--- src/rtl/pipe_hazard_ctrl.sv ---
// Hazard and sequencing controller for the 5-stage RISC-V pipe: forwarding selects,
// load-use / branch / memory-wait stall and flush control, timeout FSM and perf counters.
module pipe_hazard_ctrl #(
  parameter int TIMEOUT = 16,
  parameter int CNT_W   = 16
) (
  input  logic             clk,
  input  logic             reset,
  input  logic [4:0]       rs1D,
  input  logic [4:0]       rs2D,
  input  logic [4:0]       rs1E,
  input  logic [4:0]       rs2E,
  input  logic [4:0]       rdE,
  input  logic [4:0]       rdM,
  input  logic [4:0]       rdW,
  input  logic             reg_writeM,
  input  logic             reg_writeW,
  input  logic             loadE,
  input  logic             pc_srcE,
  input  logic             mem_reqM,
  input  logic             mem_readyM,
  output logic [1:0]       forward_aE,
  output logic [1:0]       forward_bE,
  output logic             stallF,
  output logic             stallD,
  output logic             stallE,
  output logic             stallM,
  output logic             flushD,
  output logic             flushE,
  output logic             bubbleW,
  output logic             mem_err,
  output logic             busy,
  output logic [CNT_W-1:0] stall_cnt,
  output logic [CNT_W-1:0] flush_cnt
);

  localparam int WC_W = $clog2(TIMEOUT + 1);

  typedef enum logic [1:0] {
    S_RUN  = 2'b00,
    S_WAIT = 2'b01,
    S_ERR  = 2'b10
  } state_t;

  state_t            state_q, state_d;
  logic [WC_W-1:0]   wait_cnt_q, wait_cnt_d;
  logic              mem_err_q, mem_err_d;
  logic [CNT_W-1:0]  stall_cnt_q, stall_cnt_d;
  logic [CNT_W-1:0]  flush_cnt_q, flush_cnt_d;
  logic              lwstall_s;
  logic              memstall_s;

  // M stage has the younger result, so it wins over W when both match.
  function automatic logic [1:0] fwd_sel(input logic [4:0] rs, input logic [4:0] rd_m,
                                         input logic wr_m, input logic [4:0] rd_w,
                                         input logic wr_w);
    logic [1:0] sel;
    if ((rs != 5'd0) && wr_m && (rs == rd_m)) begin
      sel = 2'b10;
    end else if ((rs != 5'd0) && wr_w && (rs == rd_w)) begin
      sel = 2'b01;
    end else begin
      sel = 2'b00;
    end
    return sel;
  endfunction

  assign lwstall_s  = loadE && (rdE != 5'd0) && ((rdE == rs1D) || (rdE == rs2D));
  assign memstall_s = mem_reqM && !mem_readyM;

  // E-stage forwarding mux selects
  always_comb begin
    forward_aE = 2'b00;
    forward_bE = 2'b00;
    if (reset) begin
      forward_aE = 2'b00;
      forward_bE = 2'b00;
    end else begin
      forward_aE = fwd_sel(rs1E, rdM, reg_writeM, rdW, reg_writeW);
      forward_bE = fwd_sel(rs2E, rdM, reg_writeM, rdW, reg_writeW);
    end
  end

  // Memory-wait FSM next state, wait counter and sticky timeout flag
  always_comb begin
    state_d    = state_q;
    wait_cnt_d = wait_cnt_q;
    mem_err_d  = mem_err_q;
    if (reset) begin
      state_d    = S_RUN;
      wait_cnt_d = '0;
      mem_err_d  = 1'b0;
    end else begin
      case (state_q)
        S_RUN: begin
          if (memstall_s) begin
            state_d    = S_WAIT;
            wait_cnt_d = WC_W'(1);
          end else begin
            state_d = S_RUN;
          end
        end
        S_WAIT: begin
          if (mem_readyM) begin
            state_d    = S_RUN;
            wait_cnt_d = '0;
          end else if (wait_cnt_q == WC_W'(TIMEOUT - 1)) begin
            state_d   = S_ERR;
            mem_err_d = 1'b1;
          end else begin
            wait_cnt_d = wait_cnt_q + WC_W'(1);
          end
        end
        S_ERR: begin
          state_d = S_ERR;
        end
        default: begin
          state_d    = S_ERR;
          mem_err_d  = 1'b1;
        end
      endcase
    end
  end

  // Pipeline stall/flush controls; a frozen E stage ignores branch and load-use
  // until memory releases, so both are re-evaluated afterwards.
  always_comb begin
    stallF  = 1'b0;
    stallD  = 1'b0;
    stallE  = 1'b0;
    stallM  = 1'b0;
    flushD  = 1'b0;
    flushE  = 1'b0;
    bubbleW = 1'b0;
    if (reset) begin
      flushD  = 1'b1;
      flushE  = 1'b1;
      bubbleW = 1'b1;
    end else if ((state_q == S_ERR) || memstall_s) begin
      stallF  = 1'b1;
      stallD  = 1'b1;
      stallE  = 1'b1;
      stallM  = 1'b1;
      bubbleW = 1'b1;
    end else begin
      stallF = lwstall_s;
      stallD = lwstall_s;
      flushE = lwstall_s | pc_srcE;
      flushD = pc_srcE;
    end
  end

  // Saturating performance counters
  always_comb begin
    stall_cnt_d = stall_cnt_q;
    flush_cnt_d = flush_cnt_q;
    if (reset) begin
      stall_cnt_d = '0;
      flush_cnt_d = '0;
    end else begin
      if (stallF && !(&stall_cnt_q)) begin
        stall_cnt_d = stall_cnt_q + CNT_W'(1);
      end else begin
        stall_cnt_d = stall_cnt_q;
      end
      if (flushE && !(&flush_cnt_q)) begin
        flush_cnt_d = flush_cnt_q + CNT_W'(1);
      end else begin
        flush_cnt_d = flush_cnt_q;
      end
    end
  end

  // State and counter registers
  always_ff @(posedge clk) begin
    state_q     <= state_d;
    wait_cnt_q  <= wait_cnt_d;
    mem_err_q   <= mem_err_d;
    stall_cnt_q <= stall_cnt_d;
    flush_cnt_q <= flush_cnt_d;
  end

  assign mem_err   = mem_err_q;
  assign busy      = (state_q != S_RUN);
  assign stall_cnt = stall_cnt_q;
  assign flush_cnt = flush_cnt_q;

endmodule
--- config.mk ---
export PLATFORM = sky130hd
export DESIGN_NAME = pipe_hazard_ctrl
export DESIGN_NICKNAME = d
export VERILOG_FILES = /design/src/rtl/pipe_hazard_ctrl.sv
export SDC_FILE = /design/constraint.sdc
export NUM_CORES = 1
export LEC_CHECK = 0
export ABC_AREA = 1
export BUFFER_PORTS_ARGS = -buffer_cell sky130_fd_sc_hd__buf_2
export CAP_MARGIN = 10
export CORE_MARGIN = 2
export CORE_UTILIZATION = 50
export DETAILED_ROUTE_END_ITERATION = 10
export GPL_ROUTABILITY_DRIVEN = 1
export PLACE_DENSITY = 0.78
export SYNTH_ARGS = -nofsm -noshare
export SYNTH_HDL_FRONTEND = slang
export SYNTH_SLANG_ARGS = --single-unit
--- constraint.sdc ---
create_clock -name clk -period 1.8 [get_ports clk]
set_input_delay 0.36 -clock clk [delete_from_list [all_inputs] [get_ports clk]]
set_output_delay 0.36 -clock clk [all_outputs]
set_load 0.005 [all_outputs]
==> metrics.md <==
| Metric | Value |
|---|---|
| Status | finished clean |
| Antenna cells | 0 |
| Routability congestion estimate | 0.859 |
| Vias in the first global route | approximately 2700 |
| Syn_area_per_cell | between 6 and 7 um2 |
| Comb power frac | approximately 18% |
| Boundary Pins | 88 |
| Initial Util | 51.2% |
| Fraction of layout cells with a size suffix above 1 | 27.2% |
| Psw | 493 uW |
| Commonest non-fill, non-tap cell in the layout | nand2_1 |
| Aggregate global-route resource usage | about a fifth |
| FF+latch area | between 800 and 900 um2 |
| Hold path endpoint | state_q[0]$_SDFFE_PP0P_ |
| Post-Place Worst Slack | 0.0146 ns |
| Cell-internal power | about 1400 uW |
| Placeable core area | around 5400 um2 |
| Clock tree buffer depth | 2 |
| Via-per-instance ratio | slightly above 5 |
| Util after Layout | about two thirds |
| Library cells used by synthesis | 33 |
| Total CTS buffers | 5 |
| Total power | roughly 1800 uW |
| Routed via count | slightly above 3000 |
| Clk_skew | between 0.006 and 0.007 ns |
| Slew headroom | between 70% and 80% |
| Post-synth EDFFs | 0 |
| Max Slew Vio Count | 0 |
| Final Cycle Share | a little over nine tenths |
| CP Launch Type | flip-flop |
| Crit path max fanout | 4 |
| DRC viols | 0 |
| Rows | 27 |
| Post-route setup slack | roughly 0.096 ns |
| Sequential area share after synthesis | approximately 29% |
| Lkg Pwr | between 0.0015 and 0.002 uW |
| TritonCTS clock tree | built |
| Placed Cells incl. Taps | a little under 600 |
| DP HPWL | ~5.2 mm |
| WL/cell | about 11 um |
| Clock Power Share | 33.2% |
| Hold buffers post-CTS | 0 |
| Worst hold path startpoint | mem_reqM |
| Setup Viol. Count Final | 0 |
| DIE HEIGHT | approximately 80 um |
| Clk Latency, worst-skew pair | ~0.29 ns |
| Unrepaired setup endpoints after global routing | true |
| H-tree levels | 2 |
| Area Overhead vs Synth | 27.9% |
| Max VDD drop | around 0.00045 V |
| Layout fillers | approximately 500 |
| Yosys warning count | 0 |
| Setup Crit Path Kind | reg2out |
| Post-detailed-route count of antenna-violating nets | 0 |
| Die Span X | slightly below 80 um |
| Final hold vios | 0 |
| Area occupied by multi-input gates | 1760 um2 |
| Max incr delay on CP | around 0.36 ns |
| Largest net degree at the start of global routing | 28 |
| Yosys reg bits | 40 |
| Most frequent cells in the layout | 99 x nand2_1, 87 x buf_2, 53 x inv_1 |
| Ys async rst share | 0% |
| HP Class | in2reg |
| First-pass GRT wire length | around 11 mm |
| Starting DRT DRC Count | 84 |
| Max_cap viols | 0 |
| Switching portion of total power | about a quarter |
| Die area | 6180 um2 |
| Port Buffers | 87 |
| Req. time, crit path | roughly 1.4 ns |
| DR pass1 iterations | 4 |
| Most frequent CP cell | inv_1 |
| Actual slew at the worst max-slew pin | around 0.36 ns |
| Num Clock Sinks | 40 |
| R2r endpoint | flush_cnt[1]$_SDFFE_PP0P_ |
| Reg2reg start | flush_cnt[1]$_SDFFE_PP0P_ |
| Critical Path End Type | output pin |
| Flop-to-flop setup slack | between 0.15 and 0.2 ns |
| Grt ovf | 0 |
| Critical-path cell list | inv_1 > o21ai_1 > inv_1 > a21oi_2 > nand2_2 > buf_2 |
| Maximum operating frequency | approximately 600 MHz |
| R2R depth | 9 |
| Post-Layout Cell Count | around 610 |
| Initial antenna violation count | 0 |
| Critical Path AT | ~1.3 ns |
| Total Wirelength | between 6 and 7 mm |
| Hold_ws | between 0.3 and 0.4 ns |
| Sequential share of power | roughly half |
| Worst Hold Depth | 3 |
| CP max-delay cell | dfxtp_1 |
| Power per cell area | approximately 520 nW/um2 |
| Post-synth top flop | dfxtp_1 |
| Root Driver | clkbuf_8 |
| Syn nets | around 480 |
| Area of the mapped netlist | about 2800 um2 |
| Syn Inst Count | approximately 430 |
| Clock Pin Slew Worst Setup and Hold Paths | around 0.070 ns |
| Nets | 580 |
| Min cycle time layout | 1.70 ns |
[kinds of logic (layout without fill, tap and decap cells)]
family	after synthesis	after routing	synth area share, %
adder cells (fa/ha/maj)	4	4	1.80
AND/OR/NAND/NOR	228	228	36.6
XOR/XNOR	36	36	11.3
buffers and inverters	68	173	10.0
AO/OA/AOI/OAI	53	53	11.5
flip-flops	40	40	28.8
[synthesized netlist by cell type (2+ instances only)]
cell / instances / share of area (%)
nor2_2: 2 / 0.45
nor3_1: 7 / 1.3
xor2_1: 20 / 6.3
nand4_1: 6 / 1.3
nand3_1: 49 / 8.8
buf_2: 4 / 0.72
a21oi_2: 8 / 2.5
o21ai_0: 7 / 1.3
inv_1: 53 / 7.1
a211oi_1: 5 / 1.3
dfxtp_1: 40 / 29
ha_1: 4 / 1.8
or2_2: 2 / 0.45
nand2_2: 2 / 0.45
nor2_1: 47 / 6.3
buf_4: 3 / 0.81
a21oi_1: 27 / 4.9
nand3b_1: 2 / 0.54
nand2_1: 101 / 14
xnor2_1: 16 / 5.0
o22ai_1: 3 / 0.67
nor4_1: 4 / 0.90
clkbuf_1: 7 / 0.94
[power groups by stage]
stage	Clock (uW)	Sequential (uW)	Combinational (uW)
detailed placement	0	929	307
global placement	0	928	299
finish	613	909	326
CTS	626	908	313
global route	664	910	367
floorplan	0	930	169
[final cells by class]
cell class	instances	share of cell area [%]
multi-input combinational	321	49.4
tap	72	2.53
inverter	53	5.59
clock buffer	8	2.53
sequential	40	22.5
timing repair buffer	112	17.5
[per-stage QoR]
step                TNS (ns)  instance area [um2]
global route         -0.0241                 3560
detailed placement         0                 3390
CTS                        0                 3500
global placement           0                 3390
floorplan                  0                 2780
finish                     0                 3560
[how the worst max path moves through the flow]
| stage | from | endpoint | slack (ns) |
|---|---|---|---|
| 2_1_floorplan | mem_readyM | stallF | 0.13 |
| 3_3_place_gp | rs1E[0] | forward_aE[0] | 0.05 |
| 3_5_place_dp | rs1E[0] | forward_aE[0] | 0.01 |
| 4_1_cts | rs1E[0] | forward_aE[0] | 0.003 |
| 5_1_grt | state_q[1]$_SDFFE_PP0P_ | flushE | -0.009 |
| 6_report | state_q[1]$_SDFFE_PP0P_ | flushE | 0.1 |
[flip-flops by register name (all words and copies together) (netlist names)]
name / count
wait_cnt_q: 5
stall_cnt: 16
mem_err: 1
state_q: 2
flush_cnt: 16
[worst max-delay path: cells and delay by family, from the launching register on]
| family | cells | cell delay [ns] |
|---|---|---|
| buffers and inverters | 3 | 0.30 |
| and+or+nand+nor | 1 | 0.09 |
| DFF | 1 | 0.36 |
| AOI/OAI and AO/OA | 2 | 0.31 |
[per-layer routing]
metal / GRT usage, % / up-vias / part of all wire [%]
met2: 39.2 / 84 / 49
met3: 3.45 / 8 / 4.8
met4: 3.68 / 0 / 0.61
met5: 0 / - / 0
li1: - / 1594 / -
met1: 26.5 / 1367 / 46
[repair_timing]
action | CTS | global route
pin swaps | 1 | 2
setup endpoints to repair | 3 | 20
resized for setup | 3 | 9
buffers inserted | 1 | 3
Power figures use the tool's default switching activity.
